$ cat src/rtl/dht_poll_scheduler.sv
// dht_poll_scheduler
//   Schedules DHT11 measurement sessions on the single-wire reader: periodic
//   triggers, retry after a failed session, per-session timeout and a
//   gap-limited forced measurement. Publishes the last good temperature and
//   humidity with a valid pulse, a stale flag and an error pulse.
//
// Ports
//   clk, rst             clock; asynchronous active-high reset
//   enable               level, 1 = scheduling active
//   force_req            pulse, request an immediate measurement
//   meas_start           one-cycle pulse to the reader: begin session
//   meas_done/meas_ok    one-cycle completion pulse and checksum-good qualifier
//   meas_temp/meas_hum   reader bytes, valid with meas_done
//   temp/hum             last good reading
//   data_valid           one-cycle pulse, temp/hum updated
//   stale                no good reading since reset, or last session failed
//   err                  one-cycle pulse, session failed after all retries
//   busy                 session outstanding
//   ok_cnt/fail_cnt      session statistics
//
// Build option
//   DHT_SCHED_STATS_EN   when defined, ok_cnt/fail_cnt count data_valid/err
//                        pulses (saturating); otherwise both are tied to 0.

module dht_poll_scheduler #(
  parameter int unsigned TICK_DIV   = 100000,
  parameter int unsigned PERIOD_MS  = 2000,
  parameter int unsigned RETRY_MS   = 1100,
  parameter int unsigned TIMEOUT_MS = 50,
  parameter int unsigned MAX_RETRY  = 3,
  parameter int unsigned MIN_GAP_MS = 1000
) (
  input  logic        clk,
  input  logic        rst,
  input  logic        enable,
  input  logic        force_req,
  output logic        meas_start,
  input  logic        meas_done,
  input  logic        meas_ok,
  input  logic [7:0]  meas_temp,
  input  logic [7:0]  meas_hum,
  output logic [7:0]  temp,
  output logic [7:0]  hum,
  output logic        data_valid,
  output logic        stale,
  output logic        err,
  output logic        busy,
  output logic [15:0] ok_cnt,
  output logic [15:0] fail_cnt
);

  function automatic int unsigned max2(input int unsigned a, input int unsigned b);
    return (a > b) ? a : b;
  endfunction

  localparam int unsigned MAX_MS = max2(max2(PERIOD_MS, RETRY_MS), max2(TIMEOUT_MS, MIN_GAP_MS));
  localparam int unsigned CW     = $clog2(MAX_MS + 1);
  localparam int unsigned DW     = (TICK_DIV > 1) ? $clog2(TICK_DIV) : 1;
  localparam int unsigned RW     = (MAX_RETRY > 0) ? $clog2(MAX_RETRY + 1) : 1;

  localparam logic [DW-1:0] DIV_LAST  = DW'(TICK_DIV - 1);
  localparam logic [CW-1:0] PERIOD_C  = CW'(PERIOD_MS);
  localparam logic [CW-1:0] RETRY_C   = CW'(RETRY_MS);
  localparam logic [CW-1:0] TIMEOUT_C = CW'(TIMEOUT_MS);
  localparam logic [CW-1:0] MIN_GAP_C = CW'(MIN_GAP_MS);
  localparam logic [CW-1:0] ONE_C     = CW'(1);
  localparam logic [RW-1:0] RETRY_LIM = RW'(MAX_RETRY);

  typedef enum logic [1:0] {
    S_IDLE,
    S_WAIT,
    S_START,
    S_BUSY
  } state_t;

  state_t        state_q, state_d;
  logic [DW-1:0] div_q, div_d;
  logic [CW-1:0] wait_q, wait_d;
  logic [CW-1:0] gap_q, gap_d;
  logic [CW-1:0] to_q, to_d;
  logic [RW-1:0] retry_q, retry_d;
  logic          pend_q, pend_d;
  logic [7:0]    temp_q, temp_d;
  logic [7:0]    hum_q, hum_d;
  logic          data_valid_q, data_valid_d;
  logic          err_q, err_d;
  logic          stale_q, stale_d;
  logic          tick;
  logic          timeout_hit;

  assign tick = (div_q == DIV_LAST);

  // Timeout fires on the tick that would bring the counter up to the limit,
  // so a meas_done on that same tick can still take precedence.
  assign timeout_hit = tick && (({1'b0, to_q} + 1'b1) >= {1'b0, TIMEOUT_C});

  always_comb begin
    state_d      = state_q;
    div_d        = tick ? '0 : div_q + 1'b1;
    wait_d       = wait_q;
    gap_d        = gap_q;
    to_d         = to_q;
    retry_d      = retry_q;
    pend_d       = pend_q;
    temp_d       = temp_q;
    hum_d        = hum_q;
    data_valid_d = 1'b0;
    err_d        = 1'b0;
    stale_d      = stale_q;

    if (tick && (gap_q < MIN_GAP_C)) begin
      gap_d = gap_q + 1'b1;
    end

    if (!enable) begin
      // Abandon any session; a late meas_done is ignored because BUSY is left.
      state_d = S_IDLE;
      pend_d  = 1'b0;
      retry_d = '0;
    end else begin
      case (state_q)
        S_IDLE: begin
          state_d = S_WAIT;
          wait_d  = PERIOD_C;
        end

        S_WAIT: begin
          if (force_req) begin
            pend_d = 1'b1;
          end
          if (tick && (wait_q != '0)) begin
            wait_d = wait_q - 1'b1;
          end
          if ((wait_q == '0) || (tick && (wait_q == ONE_C)) ||
              (pend_q && (gap_q >= MIN_GAP_C))) begin
            state_d = S_START;
          end
        end

        S_START: begin
          pend_d  = 1'b0;
          gap_d   = '0;
          to_d    = '0;
          state_d = S_BUSY;
        end

        S_BUSY: begin
          if (force_req) begin
            pend_d = 1'b1;
          end
          if (tick && (to_q < TIMEOUT_C)) begin
            to_d = to_q + 1'b1;
          end
          if (meas_done && meas_ok) begin
            temp_d       = meas_temp;
            hum_d        = meas_hum;
            data_valid_d = 1'b1;
            stale_d      = 1'b0;
            retry_d      = '0;
            wait_d       = PERIOD_C;
            state_d      = S_WAIT;
          end else if (meas_done || timeout_hit) begin
            if (retry_q < RETRY_LIM) begin
              retry_d = retry_q + 1'b1;
              wait_d  = RETRY_C;
            end else begin
              err_d   = 1'b1;
              stale_d = 1'b1;
              retry_d = '0;
              wait_d  = PERIOD_C;
            end
            state_d = S_WAIT;
          end
        end

        default: state_d = S_IDLE;
      endcase
    end
  end

  always_ff @(posedge clk or posedge rst) begin
    if (rst) begin
      state_q      <= S_IDLE;
      div_q        <= '0;
      wait_q       <= '0;
      gap_q        <= MIN_GAP_C;
      to_q         <= '0;
      retry_q      <= '0;
      pend_q       <= 1'b0;
      temp_q       <= '0;
      hum_q        <= '0;
      data_valid_q <= 1'b0;
      err_q        <= 1'b0;
      stale_q      <= 1'b1;
    end else begin
      state_q      <= state_d;
      div_q        <= div_d;
      wait_q       <= wait_d;
      gap_q        <= gap_d;
      to_q         <= to_d;
      retry_q      <= retry_d;
      pend_q       <= pend_d;
      temp_q       <= temp_d;
      hum_q        <= hum_d;
      data_valid_q <= data_valid_d;
      err_q        <= err_d;
      stale_q      <= stale_d;
    end
  end

  assign meas_start = (state_q == S_START);
  assign busy       = (state_q == S_BUSY);
  assign temp       = temp_q;
  assign hum        = hum_q;
  assign data_valid = data_valid_q;
  assign err        = err_q;
  assign stale      = stale_q;

`ifdef DHT_SCHED_STATS_EN
  logic [15:0] ok_cnt_q, ok_cnt_d;
  logic [15:0] fail_cnt_q, fail_cnt_d;

  always_comb begin
    ok_cnt_d   = ok_cnt_q;
    fail_cnt_d = fail_cnt_q;
    if (data_valid_d && (ok_cnt_q != '1)) begin
      ok_cnt_d = ok_cnt_q + 1'b1;
    end
    if (err_d && (fail_cnt_q != '1)) begin
      fail_cnt_d = fail_cnt_q + 1'b1;
    end
  end

  always_ff @(posedge clk or posedge rst) begin
    if (rst) begin
      ok_cnt_q   <= '0;
      fail_cnt_q <= '0;
    end else begin
      ok_cnt_q   <= ok_cnt_d;
      fail_cnt_q <= fail_cnt_d;
    end
  end

  assign ok_cnt   = ok_cnt_q;
  assign fail_cnt = fail_cnt_q;
`else
  assign ok_cnt   = '0;
  assign fail_cnt = '0;
`endif

endmodule

$ cat config.mk
export PLATFORM = sky130hd
export DESIGN_NAME = dht_poll_scheduler
export DESIGN_NICKNAME = d
export VERILOG_FILES = /design/src/rtl/dht_poll_scheduler.sv
export SDC_FILE = /design/constraint.sdc
export NUM_CORES = 1
export LEC_CHECK = 0
export CORE_UTILIZATION = 45
export CTS_CLUSTER_SIZE = 24
export DETAILED_ROUTE_END_ITERATION = 10
export PLACE_DENSITY = 0.74
export REMOVE_ABC_BUFFERS = 1
export SETUP_SLACK_MARGIN = 0.02
export SYNTH_ARGS = -nofsm -noshare
export SYNTH_HDL_FRONTEND = slang
export SYNTH_SLANG_ARGS = --single-unit
$ cat constraint.sdc
create_clock -name clk -period 2.6 [get_ports clk]
set_clock_uncertainty 0.15 [all_clocks]
set_input_delay 0.52 -clock clk [delete_from_list [all_inputs] [get_ports clk]]
set_output_delay 0.52 -clock clk [all_outputs]
set_load 0.01 [all_outputs]
# --- After elaboration in Yosys (flattened, before gate mapping) ---
# Index checks and enable logic that the tools add are counted.
word_totals:
  reg_bits: 74
  elab_cells: 97
  output_inout_bits: 53
classes:
  n_reduce_logical: 24
  magnitude_cmp: 5
  n_eq_ne: 15
  n_mux: 35
  n_addsub: 6
op_table:
  columns: ["operator", "n"]
  rows:
  - ["two-way mux 11 bit", 7]
  - ["one-hot mux 11 bit (3 select lines)", 1]
  - ["adder 11 x 1 -> 11 bit (second input constant)", 2]
  - ["one-hot mux 11 bit (2 select lines)", 1]
  - ["two-way mux 2 bit", 9]
  - ["adder 17 x 1 -> 17 bit (second input constant)", 1]
  - ["equality test 17 bit (second input constant)", 1]
  - ["two-way mux 17 bit", 1]
  - ["two-way mux 1 bit", 13]
  - ["adder 11 x 1 -> 12 bit (second input constant)", 1]
  - ["greater-or-equal comparator 12 x 6 -> 1 bit (second input constant)", 1]
  - ["equality test 11 x 1 -> 1 bit (second input constant)", 1]
  - ["greater-or-equal comparator 11 x 10 -> 1 bit (second input constant)", 1]
  - ["logical NOT 11 bit", 1]
  - ["less-than comparator 11 x 10 -> 1 bit (second input constant)", 1]
  - ["less-than comparator 11 x 6 -> 1 bit (second input constant)", 1]
  - ["nonzero test 11 bit", 1]
  - ["subtractor 11 x 1 -> 11 bit (second input constant)", 1]
  - ["two-way mux 10 bit", 1]
  - ["one-hot mux 2 bit (4 select lines)", 1]
  - ["AND reduction 4 bit", 2]
  - ["logical AND 1 bit", 7]
  - ["!= test 3 x 1 -> 1 bit (second input constant)", 2]
  - ["!= test 3 x 2 -> 1 bit (second input constant)", 2]
  - ["16 further kinds", 25]

# --- Longest topological paths before layout ---
depth:
  word_depth: 8
  mapped_depth: 9

# --- Worst setup path before layout ---
# OpenSTA, ideal clock, no wires.
synth_timing:
  kind: "reg-to-reg"
  start: "register to_q[0]"
  end: "register state_q[0]"
  required_ns: 2.326
  path_slack_ns: 0.187
  path_stages_with_launch: 9
  t_arrival_ns: 2.139
  path_cell_list: "dfrtp_1 -> ha_1 -> and3_1 -> a21o_1 -> a2111o_1 -> a31oi_1 -> buf_4 -> nor4b_1 -> a211o_1"
synth_between:
  elab_chain_len: 6
synth_rtl:
  columns: ["element", "line_no", "text"]
  rows:
  - ["from (decl)", "80", "logic [CW-1:0] to_q, to_d;"]
  - ["from (signal assigned)", "200", "to_q <= to_d;"]
  - ["adder 11 x 1 -> 12 bit", "95", "assign timeout_hit = tick && (({1'b0, to_q} + 1'b1) >= {1'b0, TIMEOUT_C});"]
  - ["greater-or-equal comparator 12 x 6 -> 1 bit", "95", null]
  - ["logical AND 1 bit", "95", null]
  - ["logical OR 1 bit", "162", "end else if (meas_done || timeout_hit) begin"]
  - ["!= test 4 x 2 -> 1 bit (no source line)", null, null]
  - ["AND reduction 2 bit (no source line)", null, null]
  - ["to (signal assigned)", "196", "state_q <= state_d;"]
  - ["to (decl)", "76", "state_t state_q, state_d;"]
# No other way between the ends.
# A chain may end at the register's enable or synchronous reset.

# --- Final worst setup path ---
layout_timing:
  start: "register to_q[0]"
  end: "register wait_q[5]"
layout_between:
  elab_chain_len: 6
layout_rtl:
  columns: ["element", "line_no", "text"]
  rows:
  - ["adder 11 x 1 -> 12 bit", "95", null]
  - ["greater-or-equal comparator 12 x 6 -> 1 bit", "95", null]
  - ["logical AND 1 bit", "95", null]
  - ["logical OR 1 bit", "162", null]
  - ["!= test 3 x 1 -> 1 bit (no source line)", null, null]
  - ["AND reduction 4 bit (no source line)", null, null]
  - ["to (signal assigned)", "198", "wait_q <= wait_d;"]
  - ["to (decl)", "78", "logic [CW-1:0] wait_q, wait_d;"]
# No other way between the ends.

==> impl_metrics.env <==
export IMPL_antenna_found_initial=0
export IMPL_place_gp_congestion=0.923
export IMPL_synth_most_common_cell="nand2_1"
export IMPL_grt_pass1_vias=3113
export IMPL_async_reset_ff_frac=1.00
export IMPL_synthFlopType="dfrtp_1"
export IMPL_max_freq_mhz=399
export IMPL_cp_max_fo=6
export IMPL_via_per_inst=5.27
export IMPL_synth_seq_area_share=0.449
export IMPL_layout_min_cycle_time_ps=2510
export IMPL_cts_root_buf="clkbuf_8"
export IMPL_path_clk_slew_ps=90
export IMPL_grt_pass1_wl_um=14400
export IMPL_dp_cells=599
export IMPL_hold_class="flip-flop to flip-flop"
export IMPL_dp_hpwl_um=6080
export IMPL_leakage_uw=0.00229
export IMPL_ir_drop_mv=0.289
export IMPL_finalHoldViolCount=0
export IMPL_drive_above_1_share=0.112
export IMPL_nNetsFinal=536
export IMPL_cts_sinks=74
export IMPL_multi_input_area_um2=2040
export IMPL_dieArea_um2=9590
export IMPL_diodes=0
export IMPL_synth_edf_count=0
export IMPL_ys_top_cells_by_count="nand2_1 (75), dfrtp_1 (67), buf_4 (35)"
export IMPL_drtIter0Drc=170
export IMPL_synth_compound_area_frac=0.118
export IMPL_synthMuxAreaShare=0.0121
export IMPL_cp_start_kind="flip-flop"
export IMPL_die_h_um=97.9
export IMPL_endpoint_kind="flip-flop"
export IMPL_grt_start_max_net_pins=75
export IMPL_yosys_area_share_simple=0.247
export IMPL_crit_type="flip-flop to flip-flop"
export IMPL_drc=4
export IMPL_drtAntennaViolNets=0
export IMPL_synth_largest_area_cell="dfrtp_1"
export IMPL_hold_buffers=0
export IMPL_synth_xor_area_frac=0.0465
export IMPL_synthToLayoutAreaGrowth_pct=18.2
export IMPL_fillCellCount=768
export IMPL_synth_seq_cells=74
export IMPL_post_drt_wl_per_cell_um=14.1
export IMPL_setup_viol=0
export IMPL_start_util=0.470
export IMPL_required_ps=2700
export IMPL_yosys_warnings=0
export IMPL_portBuffers=42
export IMPL_synth_top_area_share=0.405
export IMPL_final_cell_area_um2=4900
export IMPL_dp_slack_ps=54.9
export IMPL_power_uw=3820
export IMPL_vias=3248
export IMPL_ff_latch_area_um2=1860
export IMPL_maxCapViolations=0
export IMPL_first_pass_iters=8
export IMPL_power_per_cell_area_nw_per_um2=781
export IMPL_grt_ovfl_total=0
export IMPL_synthAdderAreaFrac=0.0332
export IMPL_synth_cell_types=60
export IMPL_yosys_top_cells_area="dfrtp_1 (40%), nand2_1 (6.8%), buf_4 (6.3%)"
export IMPL_synth_top_family_by_area="simple AND/OR/NAND/NOR gates"
export IMPL_final_cells=616
export IMPL_rsz0062_at_grt="true"
export IMPL_cts_tree="done"
export IMPL_die_x_um=97.9
export IMPL_critPathArrivalTime_ps=2610
export IMPL_syn_area_um2=4140
export IMPL_htree_levels=3
export IMPL_numCtsBuffers=9
export IMPL_tightest_slew_ps=499
export IMPL_wl_um=8660
export IMPL_postCtsSetupBuffers=0
export IMPL_clk_path_buf_depth=2
export IMPL_grt_total_usage=0.187
export IMPL_placed_area_um2=4650
export IMPL_tns_ps=0
export IMPL_violations="design-rule violations"
export IMPL_syn_inst=446
export IMPL_rows=34
export IMPL_period_share=0.964
export IMPL_finalMaxSlewViolations=0
export IMPL_run_status="finished with violations"
export IMPL_avgSynthCellArea_um2=9.29
export IMPL_num_io_pins=75
export IMPL_maxSlewHeadroom=0.664
export IMPL_core_um2=8810
export IMPL_worst_slack_ps=94.6
export IMPL_clock_latency_ps=350
==> sequential cells by signal, indices dropped and copies added (netlist names) <==
| name | cells |
|---|---|
| div_q | 17 |
| gap_q | 11 |
| to_q | 11 |
| wait_q | 11 |
| hum | 8 |
| temp | 8 |
| retry_q | 2 |
| state_q | 2 |
| data_valid | 1 |
| err | 1 |
| pend_q | 1 |
| stale | 1 |
==> routing by layer <==
| metal | vias to the layer above | track usage | routed length, µm |
|---|---|---|---|
| met5 | - | 0 | 0 |
| met3 | 11 | 0.0387 | 267 |
| li1 | 1585 | - | - |
| met2 | 65 | 0.313 | 4400 |
| met4 | 0 | 0.0769 | 138 |
| met1 | 1587 | 0.236 | 3860 |
==> cell usage in the layout, fill, tap and decap left out, types with 3 or more instances in the layout <==
| cell type | Yosys | layout |
|---|---|---|
| buf_4 | 35 | 18 |
| a31oi_1 | 5 | 5 |
| dfrtp_1 | 67 | 67 |
| a22o_1 | 3 | 3 |
| mux2i_1 | 5 | 5 |
| dfstp_2 | 7 | 7 |
| nor2b_1 | 6 | 6 |
| inv_1 | 17 | 16 |
| nand2b_1 | 4 | 4 |
| o21ai_0 | 14 | 13 |
| nand2_1 | 75 | 75 |
| a21o_1 | 5 | 5 |
| xor2_1 | 11 | 11 |
| o21ai_1 | 7 | 8 |
| and4_1 | 3 | 3 |
| nor3_1 | 8 | 8 |
| conb_1 | 1 | 32 |
| nand3_1 | 18 | 18 |
| nor4_1 | 3 | 3 |
| and3_1 | 9 | 9 |
| a21oi_1 | 11 | 11 |
| nor2_1 | 32 | 32 |
| clkinvlp_4 | 0 | 3 |
| and2_1 | 8 | 8 |
| clkdlybuf4s50_1 | 0 | 42 |
| ha_1 | 11 | 10 |
| a21boi_0 | 3 | 3 |
| clkbuf_8 | 0 | 9 |
| xnor2_1 | 11 | 11 |
| nand3b_1 | 3 | 3 |
| o41ai_1 | 5 | 5 |
| o31ai_1 | 4 | 3 |
| nand4_1 | 10 | 10 |
==> report_power, final <==
group          switching (µW)  total (µW)  internal, µW
Combinational             654        1230           572
Clock                     452         994           542
Sequential                207        1600          1400
Total                    1310        3820          2510
==> worst max-delay path: stages, from the launching register on <==
cell      delay (ps)
dfrtp_1          400
ha_2             230
or4_1            500
nand3b_1         130
a31oi_1           90
buf_4            160
or3_4            450
o41ai_4          290
==> cell type report <==
class                      instances  share of cell area
clock buffer                      10              0.0261
clock inverter                     6              0.0187
inverter                          18              0.0138
multi-input combinational        339               0.416
sequential                        74               0.380
tap                              108              0.0276
timing repair buffer              61               0.118
==> cells by family after synthesis <==
group           Yosys count
fa+ha+maj                11
xor+xnor                 22
other cells               1
compound gates           72
mux                       5
flops                    74
buf+inv                  65
simple gates            196
==> worst paths after layout <==
path,startpoint,to,slack (ps),cells after the start
worst max register to register,to_q[0],wait_q[5],90,7
min in group asynchronous,rst,wait_q[3],410,3
worst min-delay path,hum[7],hum[7],330,2
worst max-delay path,to_q[0],wait_q[5],90,7
worst min register to register,hum[7],hum[7],330,2
max in group asynchronous,rst,gap_q[3],1540,3
==> timing repair <==
action                     4_1_cts  5_1_grt
cloned                           0        1
setup endpoints to repair        1        4
resized for setup                0        4
pin swaps                        1        1
==> metrics by stage <==
step,hold slack (ps),utilization
finish,327,0.556
global route,359,0.556
floorplan,294,-
detailed placement,314,0.528
CTS,335,0.553
global placement,309,0.528
Note: power is estimated with default switching activity, not from simulation.
